### config.mk
export PLATFORM = sky130hd
export DESIGN_NAME = rcb_arb_flat
export DESIGN_NICKNAME = d
export VERILOG_FILES = /design/src/rtl/tts_pkg.sv /design/src/rtl/hpb_if.sv /design/src/rtl/rcb_rd_pipe.sv /design/src/rtl/rcb_arb.sv /design/src/flat_wrapper.sv
export SDC_FILE = /design/constraint.sdc
export NUM_CORES = 1
export LEC_CHECK = 0
export ABC_AREA = 1
export ABC_CLOCK_PERIOD_IN_PS = 3400
export CORE_AREA = 5 5 150 152
export DETAILED_ROUTE_END_ITERATION = 7
export DIE_AREA = 0 0 155 157
export HOLD_SLACK_MARGIN = 0.12
export MAX_ROUTING_LAYER = met4
export PLACE_DENSITY_LB_ADDON = 0.08
export SLEW_MARGIN = 20
export SYNTH_ARGS = -nofsm -noshare
export SYNTH_HDL_FRONTEND = slang
export SYNTH_SLANG_ARGS = --single-unit
### constraint.sdc
create_clock -name clk -period 3.4 [get_ports clk]
set_input_delay 0.51 -clock clk [delete_from_list [all_inputs] [get_ports clk]]
set_output_delay 0.51 -clock clk [all_outputs]
set_load 0.01 [all_outputs]
### src/rtl/tts_pkg.sv
// Shared types and constants for the strategy lookup RAM blocks.
package tts_pkg;

  localparam int unsigned RCB_STAT_W = 32;

  typedef enum logic [1:0] {
    IDLE     = 2'd0,
    DONE     = 2'd1,
    WAIT_REL = 2'd2
  } t_rcb_arb_state;

endpackage

### src/rtl/hpb_if.sv
// Host path block write channel into a RAM control block.
interface hpb_if #(
  parameter int unsigned HPB_ADDR_W = 32,
  parameter int unsigned HPB_DATA_W = 64,
  parameter int unsigned HPB_BE_W   = 8
);

  logic                  hpb_wr_req;
  logic [HPB_ADDR_W-1:0] hpb_wr_addr;
  logic [HPB_DATA_W-1:0] hpb_wr_data;
  logic [HPB_BE_W-1:0]   hpb_wr_byte_en;
  logic                  rcb_wr_done;

  modport arb (
    input  hpb_wr_req,
    input  hpb_wr_addr,
    input  hpb_wr_data,
    input  hpb_wr_byte_en,
    output rcb_wr_done
  );

  modport host (
    output hpb_wr_req,
    output hpb_wr_addr,
    output hpb_wr_data,
    output hpb_wr_byte_en,
    input  rcb_wr_done
  );

endinterface

### src/rtl/rcb_rd_pipe.sv
// Read-valid delay line matching the RAM read latency; synchronous active-low reset.
module rcb_rd_pipe #(
  parameter int unsigned RD_LATENCY = 2
) (
  input  logic clk,
  input  logic reset_n,
  input  logic vld_in,
  output logic vld_out
);

  logic [RD_LATENCY-1:0] pipe_q, pipe_d;

  // Shift form keeps RD_LATENCY == 1 legal without a special case.
  always_comb begin
    pipe_d = (pipe_q << 1) | RD_LATENCY'(vld_in);
  end

  always_ff @(posedge clk) begin
    if (!reset_n) begin
      pipe_q <= '0;
    end else begin
      pipe_q <= pipe_d;
    end
  end

  assign vld_out = pipe_q[RD_LATENCY-1];

endmodule

### src/rtl/rcb_arb.sv
// Single-port lookup RAM arbiter: datapath reads win, host writes forced through by a starvation
// guard. Optional statistics counters are built when RCB_ARB_STATS_EN is defined.
module rcb_arb
  import tts_pkg::*;
#(
  parameter int unsigned ADDR_WIDTH  = 10,
  parameter int unsigned DATA_WIDTH  = 64,
  parameter int unsigned BE_WIDTH    = DATA_WIDTH / 8,
  parameter int unsigned RD_LATENCY  = 2,
  parameter int unsigned MAX_WR_WAIT = 8
) (
  input  logic                  clk,
  input  logic                  reset_n,
  input  logic                  rd_req,
  input  logic [ADDR_WIDTH-1:0] rd_addr,
  output logic                  rd_ready,
  output logic                  rd_valid,
  output logic [DATA_WIDTH-1:0] rd_data,
  hpb_if.arb                    hpb,
  output logic                  ram_en,
  output logic [BE_WIDTH-1:0]   ram_we,
  output logic [ADDR_WIDTH-1:0] ram_addr,
  output logic [DATA_WIDTH-1:0] ram_wdata,
  input  logic [DATA_WIDTH-1:0] ram_rdata,
  output logic [RCB_STAT_W-1:0] stat_wr_cnt,
  output logic [RCB_STAT_W-1:0] stat_rd_stall_cnt
);

  localparam int unsigned StarveW = (MAX_WR_WAIT > 0) ? $clog2(MAX_WR_WAIT + 1) : 1;
  localparam logic [StarveW-1:0] StarveMax = StarveW'(MAX_WR_WAIT);

  t_rcb_arb_state state_q, state_d;
  logic [StarveW-1:0] starve_cnt_q, starve_cnt_d;
  logic is_idle, starve_hit, rd_grant, wr_grant, wr_done;

  assign is_idle    = (state_q == IDLE);
  assign starve_hit = (starve_cnt_q == StarveMax);

  // State register
  always_ff @(posedge clk) begin
    if (!reset_n) begin
      state_q      <= IDLE;
      starve_cnt_q <= '0;
    end else begin
      state_q      <= state_d;
      starve_cnt_q <= starve_cnt_d;
    end
  end

  // Next state
  always_comb begin
    state_d = state_q;
    unique case (state_q)
      IDLE:     if (wr_grant) state_d = DONE;
      DONE:     state_d = WAIT_REL;
      WAIT_REL: if (!hpb.hpb_wr_req) state_d = IDLE;
      default:  state_d = IDLE;
    endcase
  end

  // Outputs and grants; rd_ready deliberately ignores rd_req.
  always_comb begin
    rd_ready  = !(is_idle && hpb.hpb_wr_req && starve_hit);
    rd_grant  = rd_req && rd_ready;
    wr_grant  = is_idle && hpb.hpb_wr_req && (!rd_req || starve_hit);
    wr_done   = (state_q == DONE);
    ram_en    = rd_grant || wr_grant;
    ram_we    = wr_grant ? hpb.hpb_wr_byte_en[BE_WIDTH-1:0] : '0;
    ram_addr  = wr_grant ? hpb.hpb_wr_addr[ADDR_WIDTH-1:0] : rd_addr;
    ram_wdata = hpb.hpb_wr_data[DATA_WIDTH-1:0];
  end

  // Count reads that beat a pending write; saturation stops at the forcing threshold.
  always_comb begin
    starve_cnt_d = starve_cnt_q;
    if (!hpb.hpb_wr_req || wr_grant) begin
      starve_cnt_d = '0;
    end else if (is_idle && rd_grant && !starve_hit) begin
      starve_cnt_d = starve_cnt_q + 1'b1;
    end
  end

  assign hpb.rcb_wr_done = wr_done;
  assign rd_data         = ram_rdata;

  rcb_rd_pipe #(
    .RD_LATENCY (RD_LATENCY)
  ) u_rd_pipe (
    .clk     (clk),
    .reset_n (reset_n),
    .vld_in  (rd_grant),
    .vld_out (rd_valid)
  );

`ifdef RCB_ARB_STATS_EN
  logic [RCB_STAT_W-1:0] stat_wr_cnt_q, stat_wr_cnt_d;
  logic [RCB_STAT_W-1:0] stat_rd_stall_cnt_q, stat_rd_stall_cnt_d;

  always_comb begin
    stat_wr_cnt_d       = stat_wr_cnt_q;
    stat_rd_stall_cnt_d = stat_rd_stall_cnt_q;
    if (wr_grant && (stat_wr_cnt_q != '1)) begin
      stat_wr_cnt_d = stat_wr_cnt_q + 1'b1;
    end
    if (rd_req && !rd_ready && (stat_rd_stall_cnt_q != '1)) begin
      stat_rd_stall_cnt_d = stat_rd_stall_cnt_q + 1'b1;
    end
  end

  always_ff @(posedge clk) begin
    if (!reset_n) begin
      stat_wr_cnt_q       <= '0;
      stat_rd_stall_cnt_q <= '0;
    end else begin
      stat_wr_cnt_q       <= stat_wr_cnt_d;
      stat_rd_stall_cnt_q <= stat_rd_stall_cnt_d;
    end
  end

  assign stat_wr_cnt       = stat_wr_cnt_q;
  assign stat_rd_stall_cnt = stat_rd_stall_cnt_q;
`else
  assign stat_wr_cnt       = '0;
  assign stat_rd_stall_cnt = '0;
`endif

  // Host address/data may be wider than the RAM; upper bits are intentionally dropped.
  logic unused_hpb;
  assign unused_hpb = ^{hpb.hpb_wr_addr, hpb.hpb_wr_data, hpb.hpb_wr_byte_en};

endmodule

### src/flat_wrapper.sv
// flat-port wrapper written by rule: the top's interface ports become plain ports
module rcb_arb_flat import tts_pkg::*;
#(
  parameter int unsigned ADDR_WIDTH  = 10,
  parameter int unsigned DATA_WIDTH  = 64,
  parameter int unsigned BE_WIDTH    = DATA_WIDTH / 8,
  parameter int unsigned RD_LATENCY  = 2,
  parameter int unsigned MAX_WR_WAIT = 8
)
  (clk, reset_n, rd_req, rd_addr, rd_ready, rd_valid, rd_data, ram_en, ram_we, ram_addr, ram_wdata, ram_rdata, stat_wr_cnt, stat_rd_stall_cnt, hpb_hpb_wr_req, hpb_hpb_wr_addr, hpb_hpb_wr_data, hpb_hpb_wr_byte_en, hpb_rcb_wr_done);
  hpb_if hpb_i ();
  input  logic clk;
  input  logic reset_n;
  input  logic rd_req;
  input  logic [ADDR_WIDTH-1:0] rd_addr;
  output logic rd_ready;
  output logic rd_valid;
  output logic [DATA_WIDTH-1:0] rd_data;
  output logic ram_en;
  output logic [BE_WIDTH-1:0] ram_we;
  output logic [ADDR_WIDTH-1:0] ram_addr;
  output logic [DATA_WIDTH-1:0] ram_wdata;
  input  logic [DATA_WIDTH-1:0] ram_rdata;
  output logic [RCB_STAT_W-1:0] stat_wr_cnt;
  output logic [RCB_STAT_W-1:0] stat_rd_stall_cnt;
  input wire logic [$bits(hpb_i.hpb_wr_req)-1:0] hpb_hpb_wr_req;
  input wire logic [$bits(hpb_i.hpb_wr_addr)-1:0] hpb_hpb_wr_addr;
  input wire logic [$bits(hpb_i.hpb_wr_data)-1:0] hpb_hpb_wr_data;
  input wire logic [$bits(hpb_i.hpb_wr_byte_en)-1:0] hpb_hpb_wr_byte_en;
  output wire logic [$bits(hpb_i.rcb_wr_done)-1:0] hpb_rcb_wr_done;
  assign hpb_i.hpb_wr_req = hpb_hpb_wr_req;
  assign hpb_i.hpb_wr_addr = hpb_hpb_wr_addr;
  assign hpb_i.hpb_wr_data = hpb_hpb_wr_data;
  assign hpb_i.hpb_wr_byte_en = hpb_hpb_wr_byte_en;
  assign hpb_rcb_wr_done = hpb_i.rcb_wr_done;
  rcb_arb #(.ADDR_WIDTH(ADDR_WIDTH), .DATA_WIDTH(DATA_WIDTH), .BE_WIDTH(BE_WIDTH), .RD_LATENCY(RD_LATENCY), .MAX_WR_WAIT(MAX_WR_WAIT)) u_core (.clk(clk), .reset_n(reset_n), .rd_req(rd_req), .rd_addr(rd_addr), .rd_ready(rd_ready), .rd_valid(rd_valid), .rd_data(rd_data), .hpb(hpb_i), .ram_en(ram_en), .ram_we(ram_we), .ram_addr(ram_addr), .ram_wdata(ram_wdata), .ram_rdata(ram_rdata), .stat_wr_cnt(stat_wr_cnt), .stat_rd_stall_cnt(stat_rd_stall_cnt));
endmodule
* After elaboration in Yosys (flattened, before gate mapping) *
Cells that the tools add are included.

storage, ports and cells
  bits in registers = 8
  logic and storage cells = 32

cells by class
  add/subtract/negate cells = 1
  bitwise operators = 2
  reductions and logical operators = 16
  multiplexer cells = 5
  equality and inequality tests = 5

operators by type and width
  operator             count
  $mux 10              1
  $mux 8               1
  $logic_and 1x1->1    6
  $pmux 2 s3           1
  $add 4x1->4 const B  1
  $eq 4x4->1 const B   1
  $logic_not 1->1      4
  $mux 2               2
  $ne 2x2->1 const B   2
  $logic_or 1x1->1     3
  $eq 2x1->1 const B   1
  $eq 2x2->1 const B   1
  $logic_not 2->1      1
  $or 2x1->2           1
  $reduce_and 2->1     1
  $reduce_or 2->1      1
  $not 1->1            1

* Depth between registers and ports, before layout *
Gate-level depths: netlist of the first run.

  word-level depth = 7
  mapped depth = 8
  depth with buffers taken out = 7

* Hierarchy *
Synthesis of the first run repeated with hierarchy kept, for this count alone.

second synthesis, totals
  cell total of the unflattened synthesis = 301
  area total of the unflattened synthesis = 2,124.5 um2

modules (own cells, without submodules)
  module       sequential area each (um2)  area an instance (um2)  instances  cells each
  rcb_arb      120.1                       2,069.5                 1          295
  rcb_rd_pipe  40.0                        55.1                    1          6

* Worst setup path before layout of the first run *
OpenSTA, ideal clock, no wires.

  path kind = reg2out
  start point = reg u_core.starve_cnt_q[0]
  end point = out ram_we[5]
  data required time = 2.890 ns
  slack = 1.761 ns
  arrival = 1.129 ns
  stages on the path, launching flop included = 8
  buffers on the path = 1
  cell sequence = dfxtp_1 > inv_1 > ha_1 > nand3_2 > nand2_4 > nand2_4 > buf_6 > nor2_1

between the ends
  cells in the longest elaborated chain, start to end = 4

RTL lines
  element                 RTL line            text
  from (decl)             rcb_arb.sv:33       logic [StarveW-1:0] starve_cnt_q, starve_cnt_d;
  from (signal assigned)  rcb_arb.sv:46       starve_cnt_q <= starve_cnt_d;
  $eq 4x4->1              rcb_arb.sv:37       assign starve_hit = (starve_cnt_q == StarveMax);
  $logic_or 1x1->1        rcb_arb.sv:65       wr_grant = is_idle && hpb.hpb_wr_req && (!rd_req || starve_hit);
  $logic_and 1x1->1       rcb_arb.sv:65
  $mux 8                  rcb_arb.sv:68       ram_we = wr_grant ? hpb.hpb_wr_byte_en[BE_WIDTH-1:0] : '0;
  to (decl)               flat_wrapper.sv:20  output logic [BE_WIDTH-1:0] ram_we;

No other way between the ends.

* Worst setup path after layout of the first run *
  start point = in rd_req
  end point = out ram_addr[3]

between the ends
  cells in the longest elaborated chain, start to end = 4

RTL lines
  element            RTL line            text
  from (decl)        flat_wrapper.sv:14  input logic rd_req;
  $logic_not 1->1    rcb_arb.sv:65
  $logic_or 1x1->1   rcb_arb.sv:65
  $logic_and 1x1->1  rcb_arb.sv:65
  $mux 10            rcb_arb.sv:69       ram_addr = wr_grant ? hpb.hpb_wr_addr[ADDR_WIDTH-1:0] : rd_addr;
  to (decl)          flat_wrapper.sv:21  output logic [ADDR_WIDTH-1:0] ram_addr;

No other way between the ends.

==> qor.txt, run 1 <==
==================================================================================
CTS clk-pin slew, worst paths                                                40 ps
Worst Path Required                                                        2890 ps
Worst hold-check path type                                                 reg2reg
Tot Pwr                                                                 0.000460 W
Unique masters post-synth                                                       19
Unrepaired setup endpoints after global routing                              false
Post-synthesis average cell area                                        7.02 sq um
Setup-violating endpoint count in the final report                               0
Count of mapped cells out of synthesis                                         299
Top-Level Pins                                                                 396
Post-CTS Hold Fix Bufs                                                           0
CTS max path bufs                                                                2
Chip Width                                                                  155 um
Number of nets in the layout                                                   409
Worst supply voltage drop on vdd                                            138 uV
Number of enable-type register cells in the synthesized netlist                  0
Post-synth top cells                                                  sky130_fd_sc_hd__buf_4, sky130_fd_sc_hd__nand2_1, sky130_fd_sc_hd__inv_1, sky130_fd_sc_hd__nand3_1
Area of the die                                                        24300 sq um
Met2 capacity usage during global routing                                    5.92%
H-tree depth                                                                     1
Post-route standard cell area excluding fillers                         1810 sq um
Pre-CTS setup slack                                                         464 ps
Global placement routability congestion                                      0.640
Sinks on the clock net                                                           8
Worst Path Class, Setup                                                     in2out
Final clock skew                                                          0.248 ps
Startpoint type of the worst setup path                               primary input
Count of pins over their slew limit                                              0
Die Span Y                                                                  157 um
Shortest clock period the worst path allows after layout                   2860 ps
Clk Latency, worst-skew pair                                                230 ps
Number of warnings printed during yosys synthesis                                0
Placed cell area                                                        1740 sq um
Post-DR wirelength/cell                                                    10.5 um
Register bit total from synthesis                                                8
Post-CTS resize count                                                            0
Max Fanout on Critical Path                                                     21
Max Clk Rate                                                             0.350 GHz
Arr. time, crit path                                                       2350 ps
Final WS setup                                                              542 ps
Yosys top cell by area                                                sky130_fd_sc_hd__buf_4
Cell at the root of the clock tree                                    sky130_fd_sc_hd__clkbuf_16
Most common flop cell mapped by yosys                                 sky130_fd_sc_hd__dfxtp_1
Largest net degree at the start of global routing                               22
Share of Yosys cell area claimed by the top area cell type                   69.4%
Sequential element share of the synthesized area                             7.63%
Row Count                                                                       53
Area growth, synth to finish                                                -13.6%
Status                                                                complete, no violations
Clock buffers created by TritonCTS                                               3
Post-route clock period utilization                                          84.1%
Initial detailed-routing violation count                                        14
Most repeated cell in the gate-level netlist after synthesis          sky130_fd_sc_hd__buf_4
# Max-Cap Violations                                                             0
Async set or reset register ratio after synthesis                               0%
GRT Max-Usage Layer                                                           met2
Half-perimeter wire length after placement                                 4420 um
Post-route DRC violation count                                                   0
Global-route wire length before repair                                     6730 um
Initial antenna violation count                                                  0
Cell types with the largest area share after synthesis                sky130_fd_sc_hd__buf_4, sky130_fd_sc_hd__dfxtp_1, sky130_fd_sc_hd__nand2_1, sky130_fd_sc_hd__inv_1, sky130_fd_sc_hd__nand3_1
Remaining number of nets flagged by the antenna check after routing              0
Share of layout cells above drive strength 1                                 8.07%
Aggregate negative setup slack                                                0 ps
Diodes inserted                                                                  0
GR met1 Demand/Resource                                                      2.84%
Grt ovf                                                                          0
Number of global-route vias before repair                                     1103
M3 GR Usage                                                                  2.14%
Static leakage                                                            0.790 nW
Global routing usage summed across all routing layers                        3.67%
Drt first pass iters                                                             4
Clock tree from TritonCTS                                                      yes
Routed vias/inst                                                              2.28
Power density over the cells                                           254 nW/um^2
Total number of vias                                                          1133
Kind of end point of the critical path                                primary output
Wire length after detailed routing                                         5210 um
Final-report hold violation count                                                0
Core area                                                              20900 sq um
Area of the mapped netlist                                              2100 sq um
Number of post-CTS setup repair buffers                                          0
Number of buffers added on ports                                                53
Starting Density                                                             10.1%
==================================================================================
[power by group]
group	total (W)	switching (W)	internal (W)	leakage, nW
sequential	0.0000992	0.00000185	0.0000973	0.0652
clock	0.000196	0.0000448	0.000152	0.0370
combinational	0.000165	0.0000924	0.0000723	0.688
total	0.000460	0.000139	0.000321	0.790
[critical path, cell delays in order]
cell and delay (ps):
sky130_fd_sc_hd__clkdlybuf4s50_1 590, sky130_fd_sc_hd__nand2_4 170, sky130_fd_sc_hd__nand2_4 310, sky130_fd_sc_hd__nand2_1 130, sky130_fd_sc_hd__nand2_1 80, sky130_fd_sc_hd__clkdlybuf4s50_1 530
[layer usage]
layer / vias up / wire, um
met1: 461 / 1410
li1: 494 / -
met4: 0 / 425
met3: 56 / 818
met5: - / 0
met2: 122 / 2560
[area by class of cell]
type,instances,area (sq um)
Tap cell,275,344
Clock buffer,3,75.1
Timing Repair Buffer,54,538
Fill cell,2452,19100
Inverter,18,67.6
Sequential cell,8,160
Multi-Input combinational cell,140,629
[cells in the final DEF (no fill, tap or decap), drive strengths merged]
cell	n
nand4	3
nand3	13
clkbuf	3
inv	18
xor2	1
nor3	1
ha	2
nor2	14
nand2	37
conb	64
buf	1
a21oi	5
dfxtp	8
clkdlybuf4s50	53
[path summary, 6_finish.rpt]
path,to,depth (start not counted),slack [ps],start
worst max-delay path,ram_addr[3],6,540,rd_req
worst min-delay path,u_core.u_rd_pipe.pipe_q[1]$_SDFF_PN0_,2,410,u_core.u_rd_pipe.pipe_q[0]$_SDFF_PN0_
worst max register to register,u_core.starve_cnt_q[0]$_SDFFE_PP0P_,7,1760,u_core.starve_cnt_q[0]$_SDFFE_PP0P_
worst min register to register,u_core.u_rd_pipe.pipe_q[1]$_SDFF_PN0_,2,410,u_core.u_rd_pipe.pipe_q[0]$_SDFF_PN0_
[per-stage QoR]
step	util, %	hold slack (ps)	cells
floorplan	-	390	362
global placement	8.33	409	495
detailed placement	8.33	409	495
CTS	8.69	418	498
global route	8.69	445	498
finish	8.69	410	498
[sequential cells by signal, summed over array words and instances, names as in the netlist]
name and cells:
u_core.starve_cnt_q 4, u_core.state_q 2, u_core.u_rd_pipe.pipe_q 2
[logic make-up after synthesis]
kind of cell             count (synthesis)  share of synthesized area (%)
buffers and inverters                  214                           73.7
AND/OR/NAND/NOR                         68                           15.7
flip-flops                               8                           7.63
AO/OA/AOI/OAI                            5                           1.19
adder cells (fa/ha/maj)                  2                           1.19
XOR/XNOR                                 1                          0.417
other                                    1                          0.179
Note: power is estimated with default switching activity, not from simulation.
==> run 2: changes to the inputs <==
--- a/config.mk
+++ b/config.mk
@@ -6,10 +6,10 @@
 export NUM_CORES = 1
 export LEC_CHECK = 0
 export ABC_AREA = 1
-export ABC_CLOCK_PERIOD_IN_PS = 3400
-export CORE_AREA = 5 5 150 152
+export ABC_CLOCK_PERIOD_IN_PS = 2700
+export CORE_AREA = 5 5 153 155
 export DETAILED_ROUTE_END_ITERATION = 7
-export DIE_AREA = 0 0 155 157
+export DIE_AREA = 0 0 158 160
 export HOLD_SLACK_MARGIN = 0.12
 export MAX_ROUTING_LAYER = met4
 export PLACE_DENSITY_LB_ADDON = 0.08
==> constraint.sdc (replaced) <==
create_clock -name clk -period 2.7 [get_ports clk]
set_input_delay 0.405 -clock clk [delete_from_list [all_inputs] [get_ports clk]]
set_output_delay 0.405 -clock clk [all_outputs]
set_load 0.01 [all_outputs]
==> qor.txt, run 2 (synthesis results as in run 1) <==
==================================================================================
Worst Path Required                                                        2300 ps
Power density over the cells                                           314 nW/um^2
Area growth, synth to finish                                                -10.8%
Grt ovf                                                                          0
Max Fanout on Critical Path                                                     10
CTS clk-pin slew, worst paths                                                40 ps
Diodes inserted                                                                  0
Worst path max stage delay                                                  550 ps
H-tree depth                                                                     1
Unrepaired setup endpoints after global routing                              false
Final-report hold violation count                                                0
Worst supply voltage drop on vdd                                            128 uV
Chip Width                                                                  158 um
M3 GR Usage                                                                  1.98%
Register-to-register setup slack                                           1170 ps
Number of nets in the layout                                                   413
Post-DR wirelength/cell                                                    10.1 um
Wire length after detailed routing                                         5120 um
Most frequent cells in the layout                                     sky130_fd_sc_hd__conb_1, sky130_fd_sc_hd__clkdlybuf4s50_1, sky130_fd_sc_hd__nand2_1, sky130_fd_sc_hd__inv_1, sky130_fd_sc_hd__nand3_1
Core area                                                              21700 sq um
Most common library cell in the layout ignoring fill and taps         sky130_fd_sc_hd__conb_1
# Max-Cap Violations                                                             0
Total number of vias                                                          1169
Startpoint type of the worst setup path                               primary input
Global-route wire length before repair                                     6940 um
Routed vias/inst                                                              2.31
Number of flip-flops under the largest register name                             4
GRT Max-Usage Layer                                                           met2
CTS max path bufs                                                                2
Post-route DRC violation count                                                   0
Minimum hold slack                                                          430 ps
Share of layout cells above drive strength 1                                 9.69%
Status                                                                complete, no violations
Count of pins over their slew limit                                              0
Startpoint of the most critical register-to-register path             u_core.starve_cnt_q[0]$_SDFFE_PP0P_
Clock buffers created by TritonCTS                                               3
Number of global-route vias before repair                                     1218
Clk Latency, worst-skew pair                                                230 ps
Global routing usage summed across all routing layers                        3.66%
Worst R2R End                                                         u_core.starve_cnt_q[0]$_SDFFE_PP0P_
Final clock skew                                                           3.35 ps
Drt first pass iters                                                             4
Registers with the highest flip-flop counts                           u_core.starve_cnt_q x4, u_core.state_q x2, u_core.u_rd_pipe.pipe_q x2
Top-Level Pins                                                                 396
Met2 capacity usage during global routing                                    5.34%
Arr. time, crit path                                                       2090 ps
Max Clk Rate                                                             0.401 GHz
Kind of end point of the critical path                                primary output
Post-route clock period utilization                                          92.4%
Global placement routability congestion                                      0.688
Initial antenna violation count                                                  0
Cell at the root of the clock tree                                    sky130_fd_sc_hd__clkbuf_16
Half-perimeter wire length after placement                                 4440 um
Clock tree from TritonCTS                                                      yes
Standard cell with the maximum stage delay on the critical path       sky130_fd_sc_hd__clkdlybuf4s50_1
Remaining number of nets flagged by the antenna check after routing              0
Top register by number of flip-flops                                  u_core.starve_cnt_q
Worst Path Class, Setup                                                     in2out
Die Span Y                                                                  160 um
Worst hold-check path type                                                 reg2reg
Number of buffers added on ports                                                53
Initial detailed-routing violation count                                        21
GR met1 Demand/Resource                                                      2.91%
Static leakage                                                            0.809 nW
Destination of the critical timing path                                ram_addr[4]
Source of the critical timing path                                    hpb_hpb_wr_req
Starting Density                                                             9.68%
List of cells traversed by the critical path                          clkdlybuf4s50_1 -> inv_1 -> nor2_4 -> buf_12 -> nand3_1 -> nand2_1 -> clkdlybuf4s50_1
Aggregate negative setup slack                                                0 ps
Most numerous cell on the critical path                               sky130_fd_sc_hd__clkdlybuf4s50_1
Area of the die                                                        25300 sq um
Largest net degree at the start of global routing                               21
Setup-violating endpoint count in the final report                               0
Shortest clock period the worst path allows after layout                   2490 ps
Number of cells traversed by the worst register-to-register path                 8
Row Count                                                                       54
Sinks on the clock net                                                           8
==================================================================================
run 2: power by group:
group          internal (W)  switching [W]
registers          0.000123     0.00000225
clock network      0.000191      0.0000557
logic             0.0000990       0.000117
run 2: worst min path at each step:
stage	start	end	slack [ps]	depth (start not counted)
floorplan	u_core.u_rd_pipe.pipe_q[0]$_SDFF_PN0_	u_core.u_rd_pipe.pipe_q[1]$_SDFF_PN0_	390	2
global placement	u_core.u_rd_pipe.pipe_q[0]$_SDFF_PN0_	u_core.u_rd_pipe.pipe_q[1]$_SDFF_PN0_	420	2
detailed placement	u_core.u_rd_pipe.pipe_q[0]$_SDFF_PN0_	u_core.u_rd_pipe.pipe_q[1]$_SDFF_PN0_	420	2
CTS	u_core.u_rd_pipe.pipe_q[0]$_SDFF_PN0_	u_core.u_rd_pipe.pipe_q[1]$_SDFF_PN0_	440	2
global route	u_core.u_rd_pipe.pipe_q[0]$_SDFF_PN0_	u_core.u_rd_pipe.pipe_q[1]$_SDFF_PN0_	490	2
finish	u_core.u_rd_pipe.pipe_q[0]$_SDFF_PN0_	u_core.u_rd_pipe.pipe_q[1]$_SDFF_PN0_	430	2
run 2: through the flow:
stage          total power [W]  setup WS (ps)  area, sq um  utilization (%)  cells
3_5_place_dp          0.000342            129         1790             8.24    504
3_3_place_gp          0.000345            129         1790             8.24    504
4_1_cts               0.000595            101         1860             8.59    507
2_1_floorplan         0.000495           1170         2340                -    362
5_1_grt               0.000625           83.0         1870             8.63    507
6_report              0.000587            206         1870             8.63    507
run 2: final cells by class:
type                       instances  area (sq um)
inverter                          18          67.6
tap                              280           350
clock buffer                       3          75.1
sequential                         8           160
timing repair buffer              58           581
multi-input combinational        140           638
fill                            2576         19800
run 2: what timing repair did:
action | CTS | global route
endpoints found under the setup margin | 0 | 1
hold buffers | 0 | 0
resized for setup | 0 | 1
buffers inserted | 0 | 0
run 2: metal layers:
metal	vias up	share of wire, %
met3	84	19
li1	505	-
met5	-	0
met2	126	41
met1	454	28
met4	0	12
run 2: critical path, delay by kind of cell:
family                 cells  cell delay, ps
buffers and inverters      4            1260
AND/OR/NAND/NOR            3             420
==> run 3: changes to the inputs <==
--- a/config.mk
+++ b/config.mk
@@ -17,3 +17,4 @@
 export SYNTH_ARGS = -nofsm -noshare
 export SYNTH_HDL_FRONTEND = slang
 export SYNTH_SLANG_ARGS = --single-unit
+export TNS_END_PERCENT = 100
==> results of run 3 <==
No change in the layout: final DEF, timing and power equal those of run 2.
